**src/rtl/vio_route_ctrl.sv**
```systemverilog
// Runtime route-change controller for the vio switch: a new 14-bit route word is
// committed to a region only after its user stream is held at a packet boundary.
module vio_route_ctrl #(
    parameter int          N_ID           = 8,
    parameter logic [13:0] RST_ROUTE      = 14'h0000,
    parameter int          TIMEOUT_CYCLES = 4096
) (
    input  logic                 aclk,
    input  logic                 areset,
    input  logic                 cfg_valid,
    output logic                 cfg_ready,
    input  logic [3:0]           cfg_region,
    input  logic [13:0]          cfg_route,
    output logic                 cfg_done,
    output logic                 cfg_err,
    output logic [1:0]           cfg_err_code,
    input  logic [N_ID-1:0]      mon_tvalid,
    input  logic [N_ID-1:0]      mon_tready,
    input  logic [N_ID-1:0]      mon_tlast,
    output logic [N_ID-1:0]      stall,
    output logic [N_ID-1:0]      in_pkt,
    output logic [N_ID-1:0][13:0] route_out
);

    localparam int CNT_W = $clog2(TIMEOUT_CYCLES);

    typedef enum logic [1:0] {
        IDLE  = 2'd0,
        DRAIN = 2'd1,
        APPLY = 2'd2
    } state_t;

    state_t           state;
    logic [CNT_W-1:0] cnt;
    logic [3:0]       req_region;
    logic [13:0]      req_route;
    logic [N_ID-1:0]  sel;
    logic [N_ID-1:0]  beat;
    logic             bad_region;
    logic             drained;
    logic             timed_out;

    assign beat       = mon_tvalid & mon_tready;
    assign bad_region = {1'b0, cfg_region} >= 5'(N_ID);
    // Safe to switch only when the region is between packets and no beat is in flight now.
    assign drained    = ~|(sel & (in_pkt | beat));
    assign timed_out  = (cnt == CNT_W'(TIMEOUT_CYCLES - 1));
    assign cfg_ready  = (state == IDLE);
    assign stall      = (state == IDLE) ? '0 : sel;

    always_comb begin
        // NOTE: assign a default before the loop so every path drives sel and no latch is inferred.
        sel = '0;
        for (int i = 0; i < N_ID; i++) begin
            sel[i] = (req_region == 4'(i));
        end
    end

    // Packet tracking runs regardless of the FSM: a beat opens or closes the packet.
    always_ff @(posedge aclk or posedge areset) begin
        if (areset) begin
            in_pkt <= '0;
        end else begin
            in_pkt <= (in_pkt & ~beat) | (beat & ~mon_tlast);
        end
    end

    always_ff @(posedge aclk or posedge areset) begin
        // NOTE: sequential state uses non-blocking assignments so every flop samples pre-edge values.
        if (areset) begin
            state        <= IDLE;
            cnt          <= '0;
            req_region   <= '0;
            req_route    <= '0;
            cfg_done     <= 1'b0;
            cfg_err      <= 1'b0;
            cfg_err_code <= 2'b00;
            route_out    <= {N_ID{RST_ROUTE}};
        end else begin
            cfg_done <= 1'b0;
            cfg_err  <= 1'b0;
            case (state)
                IDLE: begin
                    if (cfg_valid) begin
                        req_region <= cfg_region;
                        req_route  <= cfg_route;
                        if (bad_region) begin
                            cfg_err      <= 1'b1;
                            cfg_err_code <= 2'b01;
                        end else begin
                            cnt   <= '0;
                            state <= DRAIN;
                        end
                    end
                end
                DRAIN: begin
                    cnt <= cnt + 1'b1;
                    if (drained) begin
                        state <= APPLY;
                    end else if (timed_out) begin
                        cfg_err      <= 1'b1;
                        cfg_err_code <= 2'b10;
                        state        <= IDLE;
                    end
                end
                APPLY: begin
                    for (int i = 0; i < N_ID; i++) begin
                        if (sel[i]) route_out[i] <= req_route;
                    end
                    cfg_done <= 1'b1;
                    state    <= IDLE;
                end
                default: state <= IDLE;
            endcase
        end
    end

endmodule
```
**config.mk**
```make
export PLATFORM = sky130hd
export DESIGN_NAME = vio_route_ctrl
export DESIGN_NICKNAME = d
export VERILOG_FILES = /design/src/rtl/vio_route_ctrl.sv
export SDC_FILE = /design/constraint.sdc
export NUM_CORES = 1
export LEC_CHECK = 0
export BUFFER_PORTS_ARGS = -buffer_cell sky130_fd_sc_hd__buf_2
export CORE_ASPECT_RATIO = 1.1
export CORE_MARGIN = 2
export CORE_UTILIZATION = 52
export CTS_CLUSTER_DIAMETER = 150
export DETAILED_ROUTE_END_ITERATION = 10
export PLACE_DENSITY = 0.8
export SLEW_MARGIN = 20
export SYNTH_ARGS = -nofsm -noshare
export SYNTH_HDL_FRONTEND = slang
export SYNTH_SLANG_ARGS = --single-unit
```
**constraint.sdc**
```tcl
create_clock -name aclk -period 5.2 [get_ports aclk]
set_clock_uncertainty 0.1 [all_clocks]
set_input_delay 0.52 -clock aclk [delete_from_list [all_inputs] [get_ports aclk]]
set_output_delay 0.52 -clock aclk [all_outputs]
set_load 0.005 [all_outputs]
```
==> out/qor_table.md, run 1 <==
| Result | Reported | Unit |
| --- | --- | --- |
| Combinational family with the most area after synthesis | multiplexers | - |
| Global placer's final weighted congestion | 0.8218 | - |
| Post-Synth Adder-Cell Area | 0.1959 | % |
| Clock Path Buffers | 2 | - |
| Slowest cell on the critical path | sky130_fd_sc_hd__nor2_1 | - |
| NumNets Final | 647 | - |
| CTS tree | done | - |
| Clk Tree Root Cell | sky130_fd_sc_hd__clkbuf_16 | - |
| Unique masters post-synth | 42 | - |
| Final hold violation count | 0 | - |
| Count of routing violations after the opening detailed-route iteration | 242 | - |
| Number of flops mapped to enable cells by yosys | 0 | - |
| DRC | 0 | - |
| Worst supply voltage drop on vdd | 0.2546 | mV |
| Number of synthesized register bits | 156 | - |
| Number of antenna violations at the first check in global routing | 0 | - |
| Core region area | 0.01203 | mm² |
| Boundary pin count | 178 | - |
| FMAX | 397.5 | MHz |
| Total routing usage reported by global routing | 23.49 | % |
| Transition time at the pin with the least slew margin | 968.4 | ps |
| Worst max-slew margin expressed relative to the limit | 35.44 | % |
| Global-route wire length before repair | 23,020 | µm |
| Pre-antenna DRT Iters | 6 | - |
| Initial core utilization | 53.08 | % |
| Total global routing overflow | 0 | - |
| Clock buffers created by TritonCTS | 17 | - |
| Final wirelength | 14,870 | µm |
| Leak pwr | 4.214 | nW |
| Cell types with the largest area share after synthesis | sky130_fd_sc_hd__dfrtp_1 61%, sky130_fd_sc_hd__mux2_2 16%, sky130_fd_sc_hd__mux2_4 9.4%, sky130_fd_sc_hd__buf_12 1.3%, sky130_fd_sc_hd__a21oi_1 1.2% | - |
| Maximum fanout along the worst path | 19 | - |
| Final Non-Filler Cells | 768 | - |
| Avg Synthesized Cell Area | 15.14 | µm² |
| Count of inserted antenna diode cells | 0 | - |
| Number of max-capacitance violations reported | 0 | - |
| Post-route ant nets | 0 | - |
| Crit path buf inv count | 1 | - |
| CTS Sinks | 156 | - |
| Filler cell count | 879 | - |
| Setup Fix Bufs, Post-CTS | 0 | - |
| Clock transition at the registers of the reported paths | 60 | ps |
| Via count of the first global-routing pass | 4,253 | - |
| Total power per unit cell area | 565.8 | mW/mm² |
| Detail-routed net length per standard cell | 19.36 | µm |
| Synthesized-area fraction occupied by xor and xnor cells | 0.1371 | % |
| Minimum clock period | 2516 | ps |
| Most frequent cell on the critical path | sky130_fd_sc_hd__nor2_1 | - |
| Hold WC Path Type | in2reg | - |
| H-tree levels | 4 | - |
| DPL Wire Length | 10,120 | µm |
| FP Rows | 42 | - |
| Netlist area before placement | 0.006387 | mm² |
| Gate family responsible for the most delay along the worst path | simple AND/OR/NAND/NOR gates | - |
| Top_reg_cell synth | sky130_fd_sc_hd__dfrtp_1 | - |
| Post-DR vias/cell | 5.483 | - |
| Synthesized-area fraction occupied by and/or/nand/nor cells | 5.739 | % |
| Synthesized netlist cell count | 422 | - |
| Chip Width | 109.7 | µm |
| Fraction of synthesized area in multiplexers | 25.25 | % |
| Area growth, synth to finish | 23.51 | % |
| Run status | finished, final reports clean | - |
| Hold-fix buffers at CTS | 0 | - |
| Commonest non-fill, non-tap cells in the layout | 177 x sky130_fd_sc_hd__buf_2, 156 x sky130_fd_sc_hd__dfrtp_1, 89 x sky130_fd_sc_hd__mux2_2 | - |
| Full die area | 0.01319 | mm² |
| Total nets after synthesis | 468 | - |
| Power Total | 4.464 | mW |
| Number of setup violations in the final report | 0 | - |
| Fin Hold WS | 177.4 | ps |
| Setup slack, reg-to-reg | 2740 | ps |
| Maximum number of pins on one net before global-route repair | 112 | - |
| Count of input and output buffers | 177 | - |
| Share of synthesized flip-flops with an asynchronous set or reset | 100.0 | % |
| Via count | 4,211 | - |
| Clock latency on the worst-skew pair | 420 | ps |
| RSZ-0062 raised after global routing | false | - |
| Final clock period utilization by the worst path | 48.38 | % |
| Die height | 120.2 | µm |
| Total Negative Setup Slacks | 0 | ps |
| Crit path arrival time | 1900 | ps |
| Type of origin of the critical path | flip-flop | - |
| Final-report max-slew violation count | 0 | - |
| Data required time at the worst endpoint | 4580 | ps |
| Post_cts resized | 0 | - |
| Type of the worst setup path | reg2out | - |
| Proportion of synthesized chip area in sequential cells | 61.12 | % |
| Largest area contributor in the netlist | sky130_fd_sc_hd__dfrtp_1 | - |
| Fraction of the mapped netlist area in compound gates | 4.388 | % |
| Count of warnings emitted by yosys | 0 | - |
| Delay contributed by the slowest stage of the critical path | 620 | ps |
| Kind of capture point of the worst setup path | output port | - |
| Share of post-route cells with drive strength above 1 | 55.21 | % |
| Commonest non-fill, non-tap cell in the layout | sky130_fd_sc_hd__buf_2 | - |
| Area share of the largest cell type after synthesis | 61.12 | % |
| Cell breakdown of the critical path | nor2_1 > nor2_1 > buf_2 | - |
| Cells after DPL | 736 | - |
state kept, by name, indices dropped and copies added (netlist names), named ones only:
| signal | count |
|---|---|
| cfg_done | 1 |
| cfg_err | 1 |
| route_out | 112 |
| cnt | 12 |
| req_route | 14 |
| state | 2 |
| req_region | 4 |
| cfg_err_code | 2 |
path summary, 6_finish.rpt:
kind / from / to / cells after the start
min in group asynchronous: areset / route_out[92] / 2
max reg2reg: req_region[0] / route_out[61] / 3
max in group asynchronous: areset / route_out[60] / 3
min reg2reg: route_out[0] / route_out[0] / 1
min: mon_tlast[1] / flip-flop / 2
max: state[0] / stall[6] / 3
cells by family (layout without fill, tap and decap cells):
logic type	count (synthesis)	count (layout)
DFF	156	156
muxes	130	130
and+or+nand+nor	62	62
AOI/OAI and AO/OA	46	46
buffers and inverters	26	218
adders and majority gates	1	1
xor gates and xnor gates	1	1
layout make-up:
cell class	count	area, µm²	area share, %
sequential	156	3904	49.48
clock buffer	26	479.2	6.075
timing repair buffer	180	908.4	11.51
clock inverter	6	86.33	1.094
inverter	6	27.53	0.3489
tap	154	192.7	2.443
multi-input combinational	240	2291	29.04
cells in the mapped netlist (all sizes together) (3+ instances only):
cell type,n
or4,4
nand2,13
or4b,3
buf,14
dfrtp,156
or3,11
o21ai,9
clkbuf,6
o31ai,3
a31oi,8
mux2,129
inv,6
nand4bb,3
o22ai,4
a21oi,15
nor2,12
report_power, final:
part | leakage [nW] | internal (mW) | switching [mW]
logic | 1.91 | 0.722 | 0.480
registers | 2.03 | 1.67 | 0.401
clock network | 0.272 | 0.731 | 0.461
total | 4.21 | 3.12 | 1.34
worst register-to-register path, delay by kind of cell, from the launching register on:
kind	cells	cell delay [ps]
DFF	1	460
muxes	1	440
and+or+nand+nor	2	1340
metal layers:
metal / GRT usage (%) / part of all wire, % / vias to the layer above
met3: 6.577 / 6.9 / 20
met2: 37.69 / 49 / 178
met5: 0 / 0 / -
met1: 30.42 / 43 / 2133
li1: - / - / 1880
met4: 8.623 / 1.7 / 0
through the flow:
step | setup WS, ps | cell area, µm² | utilization [%]
6_report | 2684 | 7889 | 65.55
2_1_floorplan | 373.5 | 6387 | -
3_5_place_dp | 2740 | 7323 | 60.85
3_3_place_gp | 2812 | 7323 | 60.85
5_1_grt | 2607 | 7889 | 65.55
4_1_cts | 2731 | 7889 | 65.55
Power figures use the tool's default switching activity.
==> run 2: changes to the inputs <==
==> constraint.sdc (replaced) <==
create_clock -name aclk -period 2.5 [get_ports aclk]
set_clock_uncertainty 0.1 [all_clocks]
set_input_delay 0.25 -clock aclk [delete_from_list [all_inputs] [get_ports aclk]]
set_output_delay 0.25 -clock aclk [all_outputs]
set_load 0.005 [all_outputs]
==> run 2 against run 1 <==
Against the previous run: the run now ends with hold timing left; clock-buffer cell count fell by 9; routed wire length rose by 2.7%; clock power rose by 140%; register-to-register slack got worse by 2400 ps; via count rose by 4.4%; sequential share of layout area fell by 2.9 points; global-route usage rose by 0.68 points.
==> out/qor_table.md, run 2 (synthesis results as in run 1) <==
| Result | Reported | Unit |
| --- | --- | --- |
| Run status | complete, but fails checks | - |
| Failing checks | hold timing | - |
| Via count of the first global-routing pass | 4,558 | - |
| Slowest cell on the critical path | sky130_fd_sc_hd__or4b_1 | - |
| Commonest non-fill, non-tap cell in the layout | sky130_fd_sc_hd__buf_2 | - |
| Detail-routed net length per standard cell | 18.90 | µm |
| Delay contributed by the slowest stage of the critical path | 620 | ps |
| Crit path buf inv count | 1 | - |
| Cell area after layout | 0.008387 | mm² |
| Clock transition at the registers of the reported paths | 60 | ps |
| Total global routing overflow | 0 | - |
| Clock buffers created by TritonCTS | 17 | - |
| Commonest non-fill, non-tap cells in the layout | 177 x sky130_fd_sc_hd__buf_2, 156 x sky130_fd_sc_hd__dfrtp_1, 89 x sky130_fd_sc_hd__mux2_2 | - |
| Initial core utilization | 53.08 | % |
| Type of the worst setup path | reg2reg | - |
| Cells after DPL | 743 | - |
| Final Non-Filler Cells | 808 | - |
| Number of setup violations in the final report | 0 | - |
| Number of flip-flops in the largest register | 112 | - |
| Count of input and output buffers | 177 | - |
| Reg-to-reg critical path endpoint | route_out[35] | - |
| Boundary pin count | 178 | - |
| CTS Sinks | 156 | - |
| Die height | 120.2 | µm |
| RSZ-0062 raised after global routing | false | - |
| Total Negative Setup Slacks | 0 | ps |
| Post_cts resized | 0 | - |
| Worst slack after detailed placement | 317.8 | ps |
| Global placer's final weighted congestion | 0.8309 | - |
| Final clock period utilization by the worst path | 88.28 | % |
| Post-route ant nets | 0 | - |
| Maximum fanout along the worst path | 14 | - |
| Global-route wire length before repair | 23,760 | µm |
| Clock latency on the worst-skew pair | 410 | ps |
| Total power per unit cell area | 1170 | mW/mm² |
| Fin Hold WS | -28.05 | ps |
| Setup ws final | 292.9 | ps |
| Type of origin of the critical path | flip-flop | - |
| Clk Tree Root Cell | sky130_fd_sc_hd__clkbuf_16 | - |
| Count of inserted antenna diode cells | 0 | - |
| Full die area | 0.01319 | mm² |
| Setup slack, reg-to-reg | 290 | ps |
| Final hold violation count | 5 | - |
| H-tree levels | 4 | - |
| Worst supply voltage drop on vdd | 0.6138 | mV |
| Area growth, synth to finish | 31.30 | % |
| Data required time at the worst endpoint | 2690 | ps |
| Logic depth of the worst register-to-register path | 4 | - |
| Worst max-slew margin expressed relative to the limit | 43.19 | % |
| DPL Wire Length | 10,070 | µm |
| Post-place instance area | 0.007387 | mm² |
| Hold WC Path Type | in2async | - |
| Number of antenna violations at the first check in global routing | 0 | - |
| Chip Width | 109.7 | µm |
| Final wirelength | 15,270 | µm |
| Clock Path Buffers | 2 | - |
| Number of max-capacitance violations reported | 0 | - |
| Gate family responsible for the most delay along the worst path | simple AND/OR/NAND/NOR gates | - |
| Pre-antenna DRT Iters | 4 | - |
| Count of routing violations after the opening detailed-route iteration | 353 | - |
| Total routing usage reported by global routing | 24.17 | % |
| Post-DR vias/cell | 5.443 | - |
| Crit path arrival time | 2400 | ps |
| DRC | 0 | - |
| Setup Fix Bufs, Post-CTS | 0 | - |
| Kind of capture point of the worst setup path | flip-flop | - |
| FP Rows | 42 | - |
| CTS tree | done | - |
| Final-report max-slew violation count | 0 | - |
| Transition time at the pin with the least slew margin | 852.2 | ps |
| Cell breakdown of the critical path | or4b_1 > or3_1 > buf_4 > mux2_4 | - |
| Via count | 4,398 | - |
| Leak pwr | 4.437 | nW |
| Core region area | 0.01203 | mm² |
| Leading registers by flop count | route_out (112), req_route (14), cnt (12) | - |
| Largest reg by FF count | route_out | - |
| RR Startpoint | req_region[0] | - |
| Minimum clock period | 2207 | ps |
| Maximum number of pins on one net before global-route repair | 157 | - |
| FMAX | 453.1 | MHz |
| NumNets Final | 687 | - |
| Share of post-route cells with drive strength above 1 | 53.98 | % |
==> run 2: how the worst max path moves through the flow <==
| stage | startpoint | end | slack (ps) | depth (start not counted) |
|---|---|---|---|---|
| 6_report | req_region[0] | route_out[35] | 290 | 4 |
| 5_1_grt | state[1] | cnt[11] | 200 | 4 |
| 4_1_cts | req_region[0] | route_out[35] | 310 | 4 |
| 3_5_place_dp | req_region[0] | route_out[35] | 320 | 4 |
| 3_3_place_gp | req_region[1] | route_out[15] | 360 | 4 |
| 2_1_floorplan | areset | asynchronous set/reset pin | 180 | 1 |
==> run 2: report_power, final <==
part | leakage, nW | total (mW) | switching [mW] | internal [mW]
Sequential | 2.03 | 4.32 | 0.855 | 3.47
Clock | 0.331 | 2.89 | 1.02 | 1.88
Combinational | 2.07 | 2.59 | 1.01 | 1.58
Total | 4.44 | 9.81 | 2.88 | 6.93
==> run 2: stage by stage <==
stage,utilization (%),total power [mW]
final,69.69,9.809
after CTS,69.69,9.874
after global routing,69.69,10.35
after detailed placement,61.38,6.903
after global placement,61.38,6.743
after floorplan,-,5.541
==> run 2: timing repair <==
item,in CTS,in global routing
hold endpoints to repair,25,0
hold buffers,33,0
setup endpoints to repair,0,0
==> run 2: worst register-to-register path, delay by kind of cell (launching register included) <==
family        cells  cell delay [ps]
mux               1              340
flops             1              450
buf+inv           1              230
simple gates      2              970
==> run 2: layout make-up <==
class                      instances  area, µm²
sequential                       156       3904
fill                             812       3647
multi-input combinational        240       2291
timing repair buffer             220       1304
clock buffer                      17      425.4
clock inverter                    15      244.0
tap                              154      192.7
inverter                           6      26.28
==> run 2: layer usage <==
metal  global-route usage, %  part of all wire [%]
met1                   31.01                    43
met2                   40.78                    50
met3                   4.960                   5.5
met4                   8.070                   1.8
met5                       0                     0
